**src/rtl/register_writeback_arbiter_pkg.sv**
```systemverilog
`default_nettype none
// ============================================================================
// Module      : regs_wb_pkg
// Description : Shared types for the register write-back arbiter slice.
//               Register address/data types, default widths and the
//               write-back source tag used for arbitration and debug.
// Revision    : 1.0  initial release
// ============================================================================
package regs_wb_pkg;

    localparam int C_ADDR_W = 5;
    localparam int C_DATA_W = 32;

    typedef logic [C_ADDR_W-1:0] reg_addr_t;
    typedef logic [C_DATA_W-1:0] reg_data_t;

    // Which source owns the write stage in a given cycle.
    typedef enum logic [1:0] {
        WbNone = 2'd0,
        WbExe  = 2'd1,
        WbLoad = 2'd2
    } wb_src_e;

endpackage
`default_nettype wire

```
**src/rtl/register_writeback_arbiter_load_dest_fifo.sv**
```systemverilog
`default_nettype none
// ============================================================================
// Module      : load_dest_fifo
// Description : Depth-parameterised FIFO of load destination registers.
//               Exposes the head entry, full/empty and every slot with its
//               valid bit so the owner can search for pending destinations.
// Ports       : clk, rst          clock / synchronous active-high reset
//               push, push_data   allocate an entry (ignored when full)
//               pop               release the head entry (ignored when empty)
//               head              oldest destination
//               full, empty       occupancy flags
//               entries_flat      all slots, slot i at [i*WIDTH +: WIDTH]
//               entries_valid     per-slot occupancy
// Revision    : 1.0  initial release
// ============================================================================
module load_dest_fifo
    import regs_wb_pkg::*;
#(
    parameter int DEPTH = 2,
    parameter int WIDTH = C_ADDR_W
) (
    input  logic                     clk,
    input  logic                     rst,
    input  logic                     push,
    input  logic [WIDTH-1:0]         push_data,
    input  logic                     pop,
    output logic [WIDTH-1:0]         head,
    output logic                     full,
    output logic                     empty,
    output logic [DEPTH*WIDTH-1:0]   entries_flat,
    output logic [DEPTH-1:0]         entries_valid
);

    localparam int C_PTR_W   = (DEPTH > 1) ? $clog2(DEPTH) : 1;
    localparam int C_COUNT_W = $clog2(DEPTH) + 1;

    logic [WIDTH-1:0]     r_mem [DEPTH];
    logic [DEPTH-1:0]     r_valid;
    logic [C_PTR_W-1:0]   r_wr_ptr;
    logic [C_PTR_W-1:0]   r_rd_ptr;
    logic [C_COUNT_W-1:0] r_count;

    logic w_push;
    logic w_pop;

    function automatic logic [C_PTR_W-1:0] next_ptr(input logic [C_PTR_W-1:0] p);
        return (p == C_PTR_W'(DEPTH - 1)) ? '0 : p + 1'b1;
    endfunction

    assign full   = (r_count == C_COUNT_W'(DEPTH));
    assign empty  = (r_count == '0);
    assign w_push = push && !full;
    assign w_pop  = pop && !empty;
    assign head   = r_mem[r_rd_ptr];

    // Storage needs no reset: a slot is only observed while its valid bit is set.
    always_ff @(posedge clk) begin
        if (w_push) begin
            r_mem[r_wr_ptr] <= push_data;
        end
    end

    always_ff @(posedge clk) begin
        if (rst) begin
            r_wr_ptr <= '0;
            r_rd_ptr <= '0;
            r_count  <= '0;
            r_valid  <= '0;
        end else begin
            // Push and pop never target the same slot: push is blocked when
            // full and pop is blocked when empty.
            if (w_push) begin
                r_valid[r_wr_ptr] <= 1'b1;
                r_wr_ptr          <= next_ptr(r_wr_ptr);
            end
            if (w_pop) begin
                r_valid[r_rd_ptr] <= 1'b0;
                r_rd_ptr          <= next_ptr(r_rd_ptr);
            end
            case ({w_push, w_pop})
                2'b10:   r_count <= r_count + 1'b1;
                2'b01:   r_count <= r_count - 1'b1;
                default: r_count <= r_count;
            endcase
        end
    end

    generate
        for (genvar gi = 0; gi < DEPTH; gi++) begin : g_flat
            assign entries_flat[gi*WIDTH +: WIDTH] = r_mem[gi];
            assign entries_valid[gi]               = r_valid[gi];
        end
    endgenerate

endmodule
`default_nettype wire

```
**src/rtl/register_writeback_arbiter.sv**
```systemverilog
`default_nettype none
// ============================================================================
// Module      : register_writeback_arbiter
// Description : Sole owner of the register file write port. Arbitrates
//               between single-cycle execute results and in-order load
//               returns, tracks outstanding load destinations and raises a
//               hazard for decode when a source register is unresolved.
// Ports       : clk, rst                  clock / sync active-high reset
//               exe_valid/ready/rd/data   execute result offer
//               ld_issue_valid/ready/rd   load destination allocation
//               ld_ret_valid/data         load data return (never stalled)
//               rs1, rs2, hazard          decode hazard query
//               rd, rd_write_enable,
//               rd_data_in                registered register-file write port
//               ld_ret_error              sticky: return with empty queue
// Revision    : 1.0  initial release
// ============================================================================
module register_writeback_arbiter
    import regs_wb_pkg::*;
#(
    parameter int ADDRESS_BIT_WIDTH = C_ADDR_W,
    parameter int DATA_BIT_WIDTH    = C_DATA_W,
    parameter int LOAD_QUEUE_DEPTH  = 2
) (
    input  logic                         clk,
    input  logic                         rst,
    input  logic                         exe_valid,
    output logic                         exe_ready,
    input  logic [ADDRESS_BIT_WIDTH-1:0] exe_rd,
    input  logic [DATA_BIT_WIDTH-1:0]    exe_data,
    input  logic                         ld_issue_valid,
    output logic                         ld_issue_ready,
    input  logic [ADDRESS_BIT_WIDTH-1:0] ld_issue_rd,
    input  logic                         ld_ret_valid,
    input  logic [DATA_BIT_WIDTH-1:0]    ld_ret_data,
    input  logic [ADDRESS_BIT_WIDTH-1:0] rs1,
    input  logic [ADDRESS_BIT_WIDTH-1:0] rs2,
    output logic                         hazard,
    output logic [ADDRESS_BIT_WIDTH-1:0] rd,
    output logic                         rd_write_enable,
    output logic [DATA_BIT_WIDTH-1:0]    rd_data_in,
    output logic                         ld_ret_error
);

    localparam int AW = ADDRESS_BIT_WIDTH;

    logic [AW-1:0]                  w_head;
    logic                           w_full;
    logic                           w_empty;
    logic [LOAD_QUEUE_DEPTH*AW-1:0] w_entries_flat;
    logic [LOAD_QUEUE_DEPTH-1:0]    w_entries_valid;

    logic    w_push;
    logic    w_pop;
    logic    w_ret_orphan;
    logic    w_exe_match;
    logic    w_rs1_match;
    logic    w_rs2_match;
    logic    w_exe_pending;
    logic    w_rs1_pending;
    logic    w_rs2_pending;
    logic    w_rs1_hazard;
    logic    w_rs2_hazard;
    wb_src_e w_src;

    logic [AW-1:0]             r_rd;
    logic                      r_we;
    logic [DATA_BIT_WIDTH-1:0] r_data;
    logic                      r_err;

    // A return with nothing outstanding has no destination: flag it, write nothing.
    assign w_pop        = ld_ret_valid && !w_empty;
    assign w_ret_orphan = ld_ret_valid && w_empty;

    // Full blocks issue even if a pop frees a slot this cycle, keeping the
    // ready path independent of the return.
    assign ld_issue_ready = !w_full;
    assign w_push         = ld_issue_valid && ld_issue_ready;

    load_dest_fifo #(
        .DEPTH (LOAD_QUEUE_DEPTH),
        .WIDTH (AW)
    ) u_load_dest_fifo (
        .clk           (clk),
        .rst           (rst),
        .push          (w_push),
        .push_data     (ld_issue_rd),
        .pop           (w_pop),
        .head          (w_head),
        .full          (w_full),
        .empty         (w_empty),
        .entries_flat  (w_entries_flat),
        .entries_valid (w_entries_valid)
    );

    // Search every occupied slot; duplicates keep a register pending until
    // the last matching entry pops.
    always_comb begin
        w_exe_match = 1'b0;
        w_rs1_match = 1'b0;
        w_rs2_match = 1'b0;
        for (int i = 0; i < LOAD_QUEUE_DEPTH; i++) begin
            if (w_entries_valid[i]) begin
                if (w_entries_flat[i*AW +: AW] == exe_rd) w_exe_match = 1'b1;
                if (w_entries_flat[i*AW +: AW] == rs1)    w_rs1_match = 1'b1;
                if (w_entries_flat[i*AW +: AW] == rs2)    w_rs2_match = 1'b1;
            end
        end
    end

    assign w_exe_pending = w_exe_match && (exe_rd != '0);
    assign w_rs1_pending = w_rs1_match && (rs1 != '0);
    assign w_rs2_pending = w_rs2_match && (rs2 != '0);

    // Holding execute off a pending destination keeps its write behind the
    // older load (no WAW reorder).
    assign exe_ready = !ld_ret_valid && !w_exe_pending;

    // The write-stage term covers the cycle before the register file commits.
    assign w_rs1_hazard = (rs1 != '0) && (w_rs1_pending || (r_we && (r_rd == rs1)));
    assign w_rs2_hazard = (rs2 != '0) && (w_rs2_pending || (r_we && (r_rd == rs2)));
    assign hazard       = w_rs1_hazard || w_rs2_hazard;

    always_comb begin
        w_src = WbNone;
        if (w_pop) begin
            w_src = WbLoad;
        end else if (exe_valid && exe_ready) begin
            w_src = WbExe;
        end
    end

    always_ff @(posedge clk) begin
        if (rst) begin
            r_rd   <= '0;
            r_we   <= 1'b0;
            r_data <= '0;
            r_err  <= 1'b0;
        end else begin
            case (w_src)
                WbLoad: begin
                    r_rd   <= w_head;
                    r_data <= ld_ret_data;
                    r_we   <= (w_head != '0);
                end
                WbExe: begin
                    r_rd   <= exe_rd;
                    r_data <= exe_data;
                    r_we   <= (exe_rd != '0);
                end
                default: begin
                    r_we   <= 1'b0;
                end
            endcase
            if (w_ret_orphan) begin
                r_err <= 1'b1;
            end
        end
    end

    assign rd              = r_rd;
    assign rd_write_enable = r_we;
    assign rd_data_in      = r_data;
    assign ld_ret_error    = r_err;

endmodule
`default_nettype wire

```
**config.mk**
```make
export PLATFORM = sky130hd
export DESIGN_NAME = register_writeback_arbiter
export DESIGN_NICKNAME = d
export VERILOG_FILES = /design/src/rtl/register_writeback_arbiter_pkg.sv /design/src/rtl/register_writeback_arbiter_load_dest_fifo.sv /design/src/rtl/register_writeback_arbiter.sv
export SDC_FILE = /design/constraint.sdc
export NUM_CORES = 1
export LEC_CHECK = 0
export BUFFER_PORTS_ARGS = -buffer_cell sky130_fd_sc_hd__buf_4
export CORE_MARGIN = 10
export CORE_UTILIZATION = 35
export CTS_BUF_LIST = sky130_fd_sc_hd__clkbuf_8
export CTS_CLUSTER_DIAMETER = 50
export DETAILED_ROUTE_END_ITERATION = 10
export GPL_TIMING_DRIVEN = 0
export PLACE_DENSITY = 0.73
export SYNTH_ARGS = -nofsm -noshare
export SYNTH_HDL_FRONTEND = slang
export SYNTH_SLANG_ARGS = --single-unit
```
**constraint.sdc**
```tcl
create_clock -name clk -period 2.83 [get_ports clk]
set_clock_uncertainty 0.05 [all_clocks]
set_input_delay 0.7075 -clock clk [delete_from_list [all_inputs] [get_ports clk]]
set_output_delay 0.7075 -clock clk [all_outputs]
set_load 0.05 [all_outputs]
```
==> results of run 1 <==
==> worst min-delay path by stage <==
| stage | end | slack [ns] | cells past startpoint |
|---|---|---|---|
| floorplan | u_load_dest_fifo.r_count[1] | 0.43 | 2 |
| global placement | ld_ret_error | 0.41 | 2 |
| detailed placement | ld_ret_error | 0.41 | 2 |
| CTS | ld_ret_error | 0.44 | 2 |
| global route | ld_ret_error | 0.47 | 2 |
| finish | ld_ret_error | 0.43 | 2 |
==> layer usage <==
layer,part of all wire [%],routed length [um],vias to the layer above
li1,-,-,1610
met1,43,4910,1576
met2,49,5550,137
met3,7.7,877,5
met4,0.60,68,0
met5,0,0,-
==> layout by cell type (no fill, tap or decap), types with 2 or more instances in the layout <==
| master | instances |
|---|---|
| buf_4 | 140 |
| nand2_1 | 65 |
| dfxtp_1 | 46 |
| xor2_1 | 34 |
| o311a_1 | 32 |
| o311ai_1 | 30 |
| clkbuf_1 | 21 |
| nor2_1 | 14 |
| xnor2_1 | 10 |
| edfxtp_1 | 10 |
| nor4_1 | 7 |
| buf_6 | 7 |
| nand3_1 | 6 |
| nor2b_1 | 6 |
| buf_2 | 5 |
| a211oi_1 | 5 |
| o41ai_1 | 5 |
| clkbuf_8 | 5 |
| inv_1 | 3 |
| or4_1 | 3 |
| o2111ai_1 | 3 |
| a21oi_1 | 3 |
| o21ai_0 | 2 |
| nand2b_1 | 2 |
| nor2_4 | 2 |
| nor4_2 | 2 |
| and3_1 | 2 |
| nor3_1 | 2 |
| nand4_1 | 2 |
| o311ai_0 | 2 |
| clkinv_2 | 2 |
==> timing repair <==
action | 4_1_cts | 5_1_grt
pin swaps | 5 | 7
gates resized for setup | 6 | 4
setup buffers | 12 | 1
hold endpoints to repair | 0 | 0
endpoints found under the setup margin | 1 | 2
==> registers in the layout (all words and copies together), names as in the netlist, named ones only <==
name and cells:
ld_ret_error 1, rd_write_enable 1, u_load_dest_fifo.entries_valid 2, u_load_dest_fifo.r_rd_ptr 1, u_load_dest_fifo.r_wr_ptr 1, u_load_dest_fifo.r_count 2
rd_data_in 32, u_load_dest_fifo.r_mem 10, rd 5
==> power groups by stage <==
stage          Combinational, mW  Sequential, mW  Clock, mW
2_1_floorplan              0.687            1.45          0
5_1_grt                     1.65            1.15      0.473
3_3_place_gp                1.46            1.13          0
6_report                    1.52            1.12      0.440
3_5_place_dp                1.50            1.14          0
4_1_cts                     1.54            1.12      0.449
==> logic make-up after synthesis <==
| logic type | after synthesis |
|---|---|
| buf+inv | 39 |
| xor+xnor | 44 |
| flops | 56 |
| simple gates | 121 |
| compound gates | 88 |
| fa+ha+maj | 1 |
==> stage by stage <==
step	hold WS, ns	total power [mW]	area [sq um]
2_1_floorplan	0.431	2.14	3170
3_3_place_gp	0.411	2.60	4280
3_5_place_dp	0.414	2.64	4280
4_1_cts	0.438	3.10	4470
5_1_grt	0.465	3.27	4470
6_report	0.435	3.09	4470
==> worst max-delay path: stages, from the launching register on <==
cell and delay (ns):
edfxtp_1 0.52, xor2_1 0.22, nor4_2 0.34, a32oi_2 0.20, nor2_4 0.17, nor2_2 0.06
buf_6 0.15
==> cell type report <==
| type | instances | area [sq um] |
|---|---|---|
| buffer | 30 | 149 |
| clock buffer | 5 | 68.8 |
| clock inverter | 3 | 13.8 |
| fill | 833 | 4290 |
| inverter | 3 | 11.3 |
| multi-input combinational | 254 | 1790 |
| sequential | 56 | 1220 |
| tap | 108 | 135 |
| timing repair buffer | 143 | 1080 |
==> impl_metrics.tcl, run 1 <==
set metrics [dict create \
    gr-usage-met3_pct 4.48 \
    cp-endpoint "exe_ready" \
    nets 583 \
    fin_cells 602 \
    postRouteWirelength_mm 11.4 \
    crit_required_ns 2.07 \
    drtIter0Drc 192 \
    io_pins 131 \
    htree_num_levels 2 \
    cts_inserted_buffers 5 \
    synth-seq-cells 56 \
    gp_congestion 0.841 \
    p_comb_share_pct 49.4 \
    grt-ovfl-total 0 \
    synth_top_area_cell "dfxtp_1" \
    final_core_util_pct 51.1 \
    crit_path_start "u_load_dest_fifo.r_mem[1][3]" \
    syn-num-nets 439 \
    wire_per_inst_um 18.9 \
    synth_top_cell_area_share_pct 29.1 \
    synth_ff_type "dfxtp_1" \
    async_flop_share_pct 0 \
    dieHeight_um 115 \
    p_clk_share_pct 14.3 \
    clockBufferDepth 2 \
    area_delta_synth_final_pct 41.5 \
    drive_above_1_share_pct 34.4 \
    power_switching_mw 1.36 \
    status "completed" \
    hold_path.class "flip-flop to flip-flop" \
    fin_setup_tns_ns 0 \
    yosysMostFrequentCell "nand2_1" \
    insertion_delay_ns 0.31 \
    p_sw_share_pct 44.1 \
    synth_area_sq_um 3160 \
    synth-edff-count 10 \
    synthTopCellsByArea "dfxtp_1 (29%), o311a_1 (10%), edfxtp_1 (9.5%)" \
    grt_use_total_pct 16.4 \
    syn_avg_cell_area_sq_um 9.06 \
    grt.busiest_layer "met2" \
    ctsHoldBuffers 0 \
    critPathArrivalTime_ns 1.97 \
    drtAntennaViolNets 0 \
    clockRootBuffer "clkbuf_8" \
    drc 0 \
    max_slew_margin_pct 64.3 \
    total_leakage_power_nw 1.92 \
    synthSimpleGateAreaFrac_pct 18.0 \
    synth_top_family_by_area "compound AO/OA/AOI/OAI gates" \
    place_hpwl_mm 8.73 \
    crit_type "flip-flop to primary output" \
    max_cap_violations 0 \
    startpoint_type "flip-flop" \
    use_met2_pct 27.3 \
    portBuffers 130 \
    cts.sink_count 56 \
    synth_xor_area_share_pct 12.2 \
    reg2reg_from "u_load_dest_fifo.r_count[0]" \
    die-area_sq_um 13200 \
    first_pass_iters 4 \
    grt_pass1_wl_mm 18.0 \
    fin_crit_ns 2.73 \
    p_per_area_nw_per_um2 690 \
    synthAdderAreaFrac_pct 0.396 \
    min_period_over_period_pct 96.4 \
    n_antenna_cell 0 \
    reg2reg_setup_slack_ns 0.59 \
    synth-compound-area-share_pct 25.0 \
    worst_pin_slew_ns 0.535 \
    cts_tree "done" \
    setup_viol 0 \
    synthTopCellsByCount "nand2_1 (65), dfxtp_1 (46), xor2_1 (34)" \
    start_util_pct 36.1 \
    antenna_found_initial 0 \
    grt_start_max_net_pins 17 \
    synth_mux_area_share_pct 0 \
    power.internal_mw 1.73 \
    die_w_um 115 \
    fp-row-count 34 \
    grt_pass1_vias 3484 \
    via_per_inst 5.53 \
    r2r-end "u_load_dest_fifo.r_count[1]" \
    synth.distinct_cells 41 \
    worstSetupEndpointType "primary output" \
    ys_seq_area_share_pct 38.6 \
    hold_violations 0 \
    setup_ws_ns 0.101 \
    reg2reg_depth 6 \
    place_inst 587 \
    min-delay-start "ld_ret_error" \
    met1_usage_pct 20.5 \
    report.final.slew_viol_count 0 \
    design.core.area_sq_um 8760 \
    yosys_warnings 0 \
    netlist_instances 349 \
    peakVddDrop_uv 296 \
    clkSlewWorstSetupHoldPaths_ns 0.10 \
    post-place-ws_ns -0.611 \
    pwr-share-seq_pct 36.4 \
    max_freq_mhz 366 \
    crit_path_max_fanout 5 \
    via_count 3328 \
]
Note: power is estimated with default switching activity, not from simulation.
==> run 2, diff against run 1 <==
--- a/config.mk
+++ b/config.mk
@@ -5,6 +5,7 @@
 export SDC_FILE = /design/constraint.sdc
 export NUM_CORES = 1
 export LEC_CHECK = 0
+export ABC_AREA = 1
 export BUFFER_PORTS_ARGS = -buffer_cell sky130_fd_sc_hd__buf_4
 export CORE_MARGIN = 10
 export CORE_UTILIZATION = 35
@@ -12,7 +13,7 @@
 export CTS_CLUSTER_DIAMETER = 50
 export DETAILED_ROUTE_END_ITERATION = 10
 export GPL_TIMING_DRIVEN = 0
-export PLACE_DENSITY = 0.73
+export PLACE_DENSITY = 0.71
 export SYNTH_ARGS = -nofsm -noshare
 export SYNTH_HDL_FRONTEND = slang
 export SYNTH_SLANG_ARGS = --single-unit
==> impl_metrics.tcl, run 2 <==
set metrics [dict create \
    synth_mux_area_share_pct 0 \
    first_pass_iters 4 \
    critPathArrivalTime_ns 1.81 \
    worst_pin_slew_ns 0.740 \
    drive_above_1_share_pct 35.7 \
    antenna_found_initial 0 \
    max_slew_margin_pct 50.7 \
    postRouteWirelength_mm 12.6 \
    crit_type "flip-flop to primary output" \
    via_per_inst 5.00 \
    max_freq_mhz 389 \
    cp_slowest_cell "edfxtp_1" \
    reg2reg_setup_slack_ns 0.83 \
    synth_top_family_by_area "simple AND/OR/NAND/NOR gates" \
    gp_congestion 0.891 \
    final_common_cell "nand2_1" \
    setup_viol 0 \
    start_util_pct 36.2 \
    drc 0 \
    report.final.slew_viol_count 0 \
    power_mw 2.74 \
    r2r-end "u_load_dest_fifo.r_count[1]" \
    p_clk_share_pct 16.8 \
    grt_start_max_net_pins 17 \
    p_sw_share_pct 43.4 \
    grt_use_total_pct 16.0 \
    pwr-share-seq_pct 37.9 \
    place_hpwl_mm 10.2 \
    min_period_over_period_pct 90.9 \
    drtAntennaViolNets 0 \
    nets 748 \
    synthTopCellsByCount "nand2_1 (159), inv_1 (59), dfxtp_1 (46)" \
    min-delay-start "rd_data_in[7]" \
    startpoint_type "flip-flop" \
    io_pins 131 \
    grt.busiest_layer "met2" \
    wire_per_inst_um 15.8 \
    dieHeight_um 124 \
    power_switching_mw 1.19 \
    total_leakage_power_nw 2.36 \
    synthTopCellsByArea "dfxtp_1 (25%), nand2_1 (16%), nand3_2 (10%)" \
    fp-row-count 37 \
    die_w_um 124 \
    power.internal_mw 1.55 \
    clockBufferDepth 2 \
    cp_common_cell "nand2_1" \
    synth_area_sq_um 3750 \
    gr-usage-met3_pct 4.28 \
    place_inst 787 \
    portBuffers 130 \
    synth_top_cell_area_share_pct 24.5 \
    crit_required_ns 2.07 \
    syn_avg_cell_area_sq_um 7.20 \
    fin_setup_tns_ns 0 \
    cts_inserted_buffers 5 \
    whs_path_depth 2 \
    final_cell_mix "nand2_1 (159), buf_4 (133), inv_1 (60)" \
    synth-edff-count 10 \
    synth_xor_area_share_pct 1.40 \
    drtIter0Drc 244 \
    area_delta_synth_final_pct 33.0 \
    grt-ovfl-total 0 \
    hold_end "rd_data_in[7]" \
    status "completed" \
    critPathMaxStageDelay_ns 0.54 \
    max_cap_violations 0 \
    crit_path_max_fanout 5 \
    worstSetupEndpointType "primary output" \
    cts_tree "done" \
    grt_pass1_vias 4093 \
    insertion_delay_ns 0.31 \
    largest_reg_flops 32 \
    htree_num_levels 2 \
    use_met2_pct 27.3 \
    design.core.area_sq_um 10400 \
    yosys_warnings 0 \
    grt_pass1_wl_mm 20.1 \
    hold_violations 0 \
    synth-compound-area-share_pct 16.0 \
    cts.sink_count 56 \
    met1_usage_pct 19.9 \
    rsz0062_at_grt "false" \
    die-area_sq_um 15300 \
    reg2reg_from "u_load_dest_fifo.r_count[0]" \
    cts_setup_buffers 0 \
    yosysMostFrequentCell "nand2_1" \
    synth_ff_type "dfxtp_1" \
    final_core_util_pct 48.1 \
    synth.distinct_cells 33 \
    async_flop_share_pct 0 \
    syn-num-nets 611 \
    reg2reg_depth 9 \
    netlist_instances 521 \
    fin_crit_ns 2.57 \
    post_cts_resized 0 \
    synthAdderAreaFrac_pct 0.333 \
    hold_path.class "flip-flop to flip-flop" \
    ctsHoldBuffers 0 \
    fin_cells 795 \
    ys_seq_area_share_pct 32.5 \
    via_count 3976 \
    p_comb_share_pct 45.2 \
    p_per_area_nw_per_um2 549 \
    synth-seq-cells 56 \
    cp_cell_sequence "xor2_1 -> nor3_1 -> o2111ai_1 -> nand3_1 -> nand2_1 -> nand2_1 -> buf_4" \
    n_antenna_cell 0 \
    peakVddDrop_uv 288 \
    synth_top_area_cell "dfxtp_1" \
    clkSlewWorstSetupHoldPaths_ns 0.11 \
    clockRootBuffer "clkbuf_8" \
    synthSimpleGateAreaFrac_pct 37.1 \
]
## run 2: cell count changes after synthesis, sizes merged, moves of 36 or more
cell | before | now
a21oi | 3 | 52
nand3 | 6 | 49
inv | 3 | 66
nand2 | 65 | 159
nand4 | 2 | 38
## run 2: cell type report
class                           count  area, sq um
Tap cell                          136          170
Clock buffer                        6         82.6
Timing Repair Buffer              130          976
Multi-Input combinational cell    366         2060
Clock inverter                      2         11.3
Sequential cell                    56         1220
Fill cell                        1044         5380
Inverter                           66          248
Buffer                             33          225
## run 2: cell families after synthesis
logic type | count (synthesis)
AO/OA/AOI/OAI | 85
XOR/XNOR | 6
adder cells (fa/ha/maj) | 1
buffers and inverters | 99
flip-flops | 56
AND/OR/NAND/NOR | 274
## run 2: stage by stage
stage | worst slack [ns] | cell area, sq um | hold WS, ns
2_1_floorplan | 0.220 | 3750 | 0.393
3_5_place_dp | 0.307 | 4900 | 0.419
5_1_grt | 0.126 | 4990 | 0.453
3_3_place_gp | 0.311 | 4900 | 0.401
6_report | 0.258 | 4990 | 0.437
4_1_cts | 0.270 | 4990 | 0.441
## run 2: worst max path at each step
stage,endpoint,startpoint,slack [ns]
after detailed placement,exe_ready,exe_rd[4],0.31
after floorplan,exe_ready,exe_rd[4],0.22
after global placement,exe_ready,exe_rd[4],0.31
final,hazard,u_load_dest_fifo.r_mem[0][4],0.26
after global routing,hazard,u_load_dest_fifo.r_mem[1][0],0.13
after CTS,hazard,u_load_dest_fifo.r_mem[0][4],0.27
## run 2: power groups by stage
stage                     Clock, mW  Combinational (mW)  Sequential [mW]
after floorplan                   0               0.602             1.28
after global placement            0                1.22             1.05
after detailed placement          0                1.24             1.05
after CTS                     0.471                1.24             1.04
after global routing          0.509                1.35             1.05
final                         0.461                1.24             1.04
## run 2: routing by layer
layer | wire, um | share of wire [%]
met1 | 5430 | 43
met3 | 1030 | 8.2
met5 | 0 | 0
met4 | 85 | 0.67
met2 | 6050 | 48
## run 2: critical path, delay by kind of cell (launching register included)
kind,cells,cell delay (ns)
buf+inv,1,0.19
xor+xnor,1,0.22
compound gates,1,0.14
simple gates,4,0.41
flops,1,0.54
==> run 3, diff against run 2 <==
--- a/config.mk
+++ b/config.mk
@@ -13,7 +13,7 @@
 export CTS_CLUSTER_DIAMETER = 50
 export DETAILED_ROUTE_END_ITERATION = 10
 export GPL_TIMING_DRIVEN = 0
-export PLACE_DENSITY = 0.71
+export PLACE_DENSITY = 0.56
 export SYNTH_ARGS = -nofsm -noshare
 export SYNTH_HDL_FRONTEND = slang
 export SYNTH_SLANG_ARGS = --single-unit
==> impl_metrics.tcl, run 3 (synthesis results as in run 2) <==
set metrics [dict create \
    grt_use_total_pct 15.9 \
    io_pins 131 \
    postRouteWirelength_mm 12.5 \
    startpoint_type "flip-flop" \
    place_inst 787 \
    final_cell_mix "nand2_1 (159), buf_4 (133), inv_1 (59)" \
    rsz0062_at_grt "false" \
    htree_num_levels 2 \
    fin_crit_ns 2.58 \
    cts_setup_buffers 0 \
    worst_pin_slew_ns 0.732 \
    whs_ns 0.436 \
    cp_cell_sequence "xor2_1 -> nor4_1 -> nand2_1 -> nand3_1 -> nand2_1 -> nand2_1 -> buf_4" \
    drtAntennaViolNets 0 \
    status "completed" \
    hold_end "rd_data_in[29]" \
    grt_pass1_vias 3946 \
    clkSlewWorstSetupHoldPaths_ns 0.12 \
    total_leakage_power_nw 2.36 \
    crit_family "simple AND/OR/NAND/NOR gates" \
    fin_cells 795 \
    peakVddDrop_uv 260 \
    clockBufferDepth 2 \
    post-place-ws_ns 0.310 \
    crit_type "flip-flop to primary output" \
    largest_reg_flops 32 \
    portBuffers 130 \
    crit_path_max_fanout 5 \
    place_hpwl_mm 10.1 \
    min_period_over_period_pct 91.1 \
    setup_ws_ns 0.253 \
    drive_above_1_share_pct 35.8 \
    fin_setup_tns_ns 0 \
    max_freq_mhz 388 \
    fp-row-count 37 \
    ctsHoldBuffers 0 \
    r2r-end "u_load_dest_fifo.r_count[1]" \
    drtIter0Drc 200 \
    die-area_sq_um 15300 \
    die_w_um 124 \
    reg2reg_setup_slack_ns 0.81 \
    via_per_inst 4.92 \
    setup_viol 0 \
    hold_violations 0 \
    design.core.area_sq_um 10400 \
    antenna_found_initial 0 \
    final_common_cell "nand2_1" \
    dpl-instance-area_sq_um 4900 \
    cts.sink_count 56 \
    cp_slowest_cell "edfxtp_1" \
    drc 0 \
    via_count 3913 \
    gp_congestion 0.926 \
    cts_inserted_buffers 5 \
    p_per_area_nw_per_um2 564 \
    area_delta_synth_final_pct 33.5 \
    nets 748 \
    dieHeight_um 124 \
    critPathMaxStageDelay_ns 0.52 \
    reg2reg_from "u_load_dest_fifo.r_count[0]" \
    whs_path_depth 2 \
    hold_path.class "flip-flop to flip-flop" \
    grt-ovfl-total 0 \
    fillers 1086 \
    n_antenna_cell 0 \
    min-delay-start "rd_data_in[29]" \
    start_util_pct 36.2 \
    cts_tree "done" \
    design_area_sq_um 5010 \
    post_cts_resized 0 \
    report.final.slew_viol_count 0 \
    grt_pass1_wl_mm 19.6 \
    cp_common_cell "nand2_1" \
    cp_num_buf_inv 1 \
    worstSetupEndpointType "primary output" \
    max_slew_margin_pct 51.2 \
    crit_path_start "u_load_dest_fifo.r_mem[1][4]" \
    critPathArrivalTime_ns 1.82 \
    first_pass_iters 4 \
    grt_start_max_net_pins 18 \
    reg2reg_depth 9 \
    wire_per_inst_um 15.7 \
    crit_required_ns 2.07 \
    max_cap_violations 0 \
    clockRootBuffer "clkbuf_8" \
    insertion_delay_ns 0.31 \
]
==> run 3: cell count changes in the layout (fill, tap and decap cells not counted) <==
cell	delta
bufinv_16	+1
clkbuf_8	-1
clkinv_2	+1
inv_1	-1
==> run 3: worst min-delay path: stages (launching register included) <==
cell	delay, ns
dfxtp_1	0.34
nand3_2	0.07
a21oi_2	0.05
==> run 3: power breakdown <==
group	leakage (nW)	switching, mW	total (mW)	internal [mW]
Sequential	0.474	0.105	1.03	0.929
Clock	0.0541	0.288	0.551	0.263
Combinational	1.83	0.815	1.24	0.426
Total	2.36	1.21	2.83	1.62
==> run 3: stage by stage <==
stage,power [mW],utilization [%]
floorplan,1.88,-
global placement,2.28,47.2
detailed placement,2.30,47.2
CTS,2.84,48.3
global route,3.00,48.3
finish,2.83,48.3
==> run 3: routing by layer <==
layer | wire, um | vias up | track usage [%]
met1 | 5450 | 1779 | 20.4
met3 | 950 | 8 | 4.47
met4 | 88 | 0 | 3.42
met5 | 0 | - | 0
met2 | 5990 | 126 | 25.9
li1 | - | 2000 | -
==> run 3: worst max-delay path by stage <==
stage,end,depth (start not counted)
CTS,hazard,7
detailed placement,exe_ready,9
floorplan,exe_ready,7
global route,hazard,8
global placement,exe_ready,9
finish,hazard,7
==> run 3: layout make-up <==
cell class / instances / area, sq um / area share [%]
multi-input combinational: 366 / 2060 / 41.1
tap: 136 / 170 / 3.40
inverter: 66 / 248 / 4.95
sequential: 56 / 1220 / 24.4
buffer: 33 / 225 / 4.50
clock inverter: 3 / 42.5 / 0.849
timing repair buffer: 130 / 976 / 19.5
clock buffer: 5 / 68.8 / 1.37
